File: config.mk
export PLATFORM = sky130hd
export DESIGN_NAME = multi_bcd_counter
export DESIGN_NICKNAME = d
export VERILOG_FILES = /design/src/rtl/multi_bcd_counter.sv
export SDC_FILE = /design/constraint.sdc
export NUM_CORES = 1
export LEC_CHECK = 0
export ABC_CLOCK_PERIOD_IN_PS = 5100
export CORE_ASPECT_RATIO = 1.4
export CORE_MARGIN = 2
export CORE_UTILIZATION = 55
export DETAILED_ROUTE_END_ITERATION = 16
export GPL_TIMING_DRIVEN = 0
export PLACE_DENSITY = 0.86
export SYNTH_ARGS = -nofsm -noshare
export SYNTH_HDL_FRONTEND = slang
export SYNTH_SLANG_ARGS = --single-unit
File: constraint.sdc
create_clock -name Clk -period 5.1 [get_ports Clk]
set_input_delay 1.53 -clock Clk [delete_from_list [all_inputs] [get_ports Clk]]
set_output_delay 1.53 -clock Clk [all_outputs]
set_load 0.02 [all_outputs]
File: src/rtl/multi_bcd_counter.sv
// Cascadable multi-digit BCD up/down counter with sync clear/load, wrap or saturate.
// Latency: one clock from step to DataOut; Cout is combinational; no backpressure.
module multi_bcd_counter #(
  parameter int DIGITS    = 4,
  parameter int WRAP      = 1,
  parameter int EDGE_MODE = 0
) (
  input  logic                  Clk,
  input  logic                  Reset,
  input  logic                  Trigger,
  input  logic                  Cin,
  input  logic                  Up,
  input  logic                  Clear,
  input  logic                  Load,
  input  logic [4*DIGITS-1:0]   LoadData,
  output logic [4*DIGITS-1:0]   DataOut,
  output logic                  Cout
);

  localparam bit SATURATE = (WRAP == 0);
  localparam bit EDGE     = (EDGE_MODE != 0);

  logic                trigger_d;
  logic                trig_q;
  logic                step;
  logic                terminal;
  logic [4*DIGITS-1:0] stepped;
  logic [4*DIGITS-1:0] loaded;

  assign trig_q = EDGE ? (Trigger & ~trigger_d) : Trigger;
  assign step   = trig_q | Cin;

  // A digit moves only when every lower digit sits at its rollover value;
  // the running AND of that condition across all digits is the terminal count.
  always_comb begin
    logic       lower_all;
    logic [3:0] digit;
    logic [3:0] nib;
    lower_all = 1'b1;
    digit     = '0;
    nib       = '0;
    stepped   = '0;
    loaded    = '0;
    for (int k = 0; k < DIGITS; k++) begin
      digit = DataOut[4*k +: 4];
      if (!lower_all) begin
        stepped[4*k +: 4] = digit;
      end else if (Up) begin
        stepped[4*k +: 4] = (digit >= 4'd9) ? 4'd0 : 4'(digit + 4'd1);
      end else begin
        stepped[4*k +: 4] = (digit == 4'd0) ? 4'd9 : 4'(digit - 4'd1);
      end
      lower_all = lower_all & (digit == (Up ? 4'd9 : 4'd0));
      nib = LoadData[4*k +: 4];
      loaded[4*k +: 4] = (nib > 4'd9) ? 4'd0 : nib;
    end
    terminal = lower_all;
  end

  assign Cout = Reset & step & terminal & ~Clear & ~Load;

  always_ff @(posedge Clk or negedge Reset) begin
    if (!Reset) begin
      DataOut   <= '0;
      trigger_d <= 1'b0;
    end else begin
      trigger_d <= Trigger;
      if (Clear) begin
        DataOut <= '0;
      end else if (Load) begin
        DataOut <= loaded;
      end else if (step && !(terminal && SATURATE)) begin
        DataOut <= stepped;
      end
    end
  end

endmodule

==> results.sh <==
export IMPL_drc=0
export IMPL_placedInstanceArea_um2=2290
export IMPL_cp_end_kind="output pin"
export IMPL_fp_coreArea_um2=3150
export IMPL_max_clock_path_buffers=2
export IMPL_start_util_pct=58.7
export IMPL_rr_worst_depth=7
export IMPL_tritoncts="yes"
export IMPL_power_internal_mw=0.307
export IMPL_antenna_cells=0
export IMPL_die_y_um=72.6
export IMPL_cpPeakStageDelay_ps=530
export IMPL_post_cts_setup_buffers=0
export IMPL_viasPerCell=6.45
export IMPL_start_kind="input port"
export IMPL_post_route_util_pct=74.8
export IMPL_ir_drop_mv=0.160
export IMPL_cts_clk_slew_worst_paths_ps=70
export IMPL_fin_crit_ps=4700
export IMPL_dr_pass1_iters=5
export IMPL_cp_endpoint="Cout"
export IMPL_async_flop_share_pct=100
export IMPL_grt_max_degree=18
export IMPL_layout_common_cells="clkdlybuf4s50_1 (36), a21oi_1 (22), inv_1 (19), dfrtp_1 (16), ha_1 (16)"
export IMPL_hold_violations=0
export IMPL_grt_pass1_vias=1937
export IMPL_clkPwrFrac_pct=23.4
export IMPL_largest_register="DataOut"
export IMPL_drt_iter0_markers=119
export IMPL_fp_dieW_um=53.0
export IMPL_yosys_area_share_xor_xnor_pct=0.473
export IMPL_rows=24
export IMPL_area_growth_pct=27.4
export IMPL_worstPathArrival_ps=3170
export IMPL_outcome="finished, final reports clean"
export IMPL_synth_seq_area_share_pct=21.6
export IMPL_synth_area_um2=1850
export IMPL_ys_seq_elements=16
export IMPL_maxSlewHeadroom_pct=41.1
export IMPL_antenna_left=0
export IMPL_htree_levels=1
export IMPL_num_vias=2059
export IMPL_totalWireLength_mm=5.19
export IMPL_layout_commonest_cell="clkdlybuf4s50_1"
export IMPL_p_per_area_nw_per_um2=214
export IMPL_antenna_found_initial=0
export IMPL_skew_ps=2.13
export IMPL_final_cell_area_um2=2360
export IMPL_syn_area_per_cell_um2=7.81
export IMPL_grt_setup_unrepaired="no"
export IMPL_synthCells=237
export IMPL_combPwrFrac_pct=44.1
export IMPL_dp_hpwl_mm=3.83
export IMPL_synth_edf_count=0
export IMPL_seqPwrFrac_pct=32.5
export IMPL_io_pins=40
export IMPL_grt_use_total_pct=29.6
export IMPL_nets=320
export IMPL_synth_top_family_by_area="compound AO/OA/AOI/OAI gates"
export IMPL_crit_path_start="Load"
export IMPL_sw_frac_of_total_pct=39.1
export IMPL_grt_pass1_wl_mm=8.75
export IMPL_cts_root_buffer_cell="clkbuf_8"
export IMPL_hp_class="reg2reg"
export IMPL_synth_simple_area_share_pct=25.5
export IMPL_largest_register_ffs=16
export IMPL_syn_nets=276
export IMPL_synth_mux_area_fraction_pct=2.23
export IMPL_setup_worst_path_class="in2out"
export IMPL_rr_endpoint="DataOut[7]"
export IMPL_drive_above_1_share_pct=8.57
export IMPL_p_total_mw=0.504
export IMPL_dp_slack_ps=-65.4
export IMPL_overflow=0
export IMPL_ys_types=60
export IMPL_dieArea_um2=3850
export IMPL_stdcell_count=319
export IMPL_crit_chain="clkdlybuf4s50_1 -> buf_2 -> or2_2 -> nor3_1 -> o2111a_1 -> dlymetal6s2s_1"
export IMPL_gp_congestion=0.914
export IMPL_post_route_period_util_pct=92.1
export IMPL_setup_tns_final_ps=0
export IMPL_clk_insertion_delay_late_ps=250
export IMPL_cts_made_buffers=3
export IMPL_synth_ff_type="dfrtp_1"
export IMPL_rrSetupSlack_ps=3050
export IMPL_max_clock_freq_mhz=213
export IMPL_reg2reg_from="DataOut[5]"
export IMPL_crit_required_ps=3570
export IMPL_setup_viol=0
export IMPL_synth_warnings=0
export IMPL_drv_slew=0
export IMPL_cp_max_fo=10
export IMPL_maxCapViolCount=0
export IMPL_critPathSlowestCell="clkdlybuf4s50_1"
export IMPL_reg_top3="DataOut: 16 flops"
export IMPL_setup_ws_ps=401
export IMPL_synth_fa_ha_area_share_pct=10.8
export IMPL_dp_cells=315
export IMPL_cts_num_sinks=16
export IMPL_power_switching_mw=0.197
export IMPL_synth_compound_area_share_pct=32.9
export IMPL_avgRoutedWirePerCell_um=16.3
export IMPL_static_leakage_power_nw=0.971
export IMPL_place_port_buffers=39
export IMPL_worst_slew_pin_slew_ps=882
export IMPL_hold_ws_ps=680
per-layer routing:
| layer | GRT usage, % | wire, µm |
|---|---|---|
| met1 | 37.3 | 2060 |
| met2 | 50.8 | 2710 |
| met3 | 3.48 | 342 |
| met4 | 11.4 | 78 |
| met5 | 0 | 0 |
cell families after synthesis:
group                      after synthesis
AOI/OAI and AO/OA                       85
xor gates and xnor gates                 1
adders and majority gates               16
buffers and inverters                   30
DFF                                     16
muxes                                    4
and+or+nand+nor                         85
Yosys cell counts (all sizes together) (3+ instances only):
| cell type | count | area [µm²] |
|---|---|---|
| a21oi | 23 | 119 |
| buf | 6 | 30.0 |
| ha | 16 | 200 |
| inv | 20 | 75.1 |
| o21ai | 20 | 104 |
| dfrtp | 16 | 400 |
| or3b | 3 | 26.3 |
| nand3b | 3 | 22.5 |
| nor3b | 4 | 30.0 |
| nand2b | 9 | 56.3 |
| or4 | 3 | 22.5 |
| clkbuf | 4 | 15.0 |
| nand3 | 11 | 55.1 |
| and3 | 4 | 31.3 |
| nor2 | 16 | 62.6 |
| a31oi | 7 | 43.8 |
| nand2 | 13 | 48.8 |
| mux2i | 3 | 30.0 |
| o211ai | 3 | 36.3 |
| nor3 | 10 | 60.1 |
| o31ai | 5 | 37.5 |
layout make-up:
class                           instances  area (µm²)
Buffer                                 10        47.5
Clock buffer                            4        55.1
Fill cell                             256         796
Inverter                               20        75.1
Multi-Input combinational cell        191        1340
Sequential cell                        16         400
Tap cell                               39        48.8
Timing Repair Buffer                   39         394
critical path: cells and delay by family:
kind | cells | cell delay [ps]
simple gates | 2 | 460
buf+inv | 3 | 1000
compound gates | 1 | 180
power by group through the flow:
| stage | clock network (mW) | registers, mW | logic [mW] |
|---|---|---|---|
| after global routing | 0.125 | 0.167 | 0.244 |
| after CTS | 0.119 | 0.163 | 0.220 |
| after detailed placement | 0 | 0.165 | 0.217 |
| after floorplan | 0 | 0.174 | 0.128 |
| final | 0.118 | 0.164 | 0.222 |
| after global placement | 0 | 0.166 | 0.212 |
what timing repair did:
action | in CTS | in global routing
hold buffers | 0 | 0
setup endpoints to repair | 1 | 1
gates resized for setup | 3 | 2
worst min path at each step:
stage	start	to	slack [ps]	depth (start not counted)
global placement	DataOut[9]	DataOut[9]	650	1
detailed placement	DataOut[9]	DataOut[9]	640	1
finish	DataOut[1]	DataOut[1]	680	2
CTS	DataOut[1]	DataOut[1]	680	2
floorplan	DataOut[4]	DataOut[4]	690	2
global route	DataOut[4]	DataOut[4]	720	2
(Power assumes the default switching activity.)
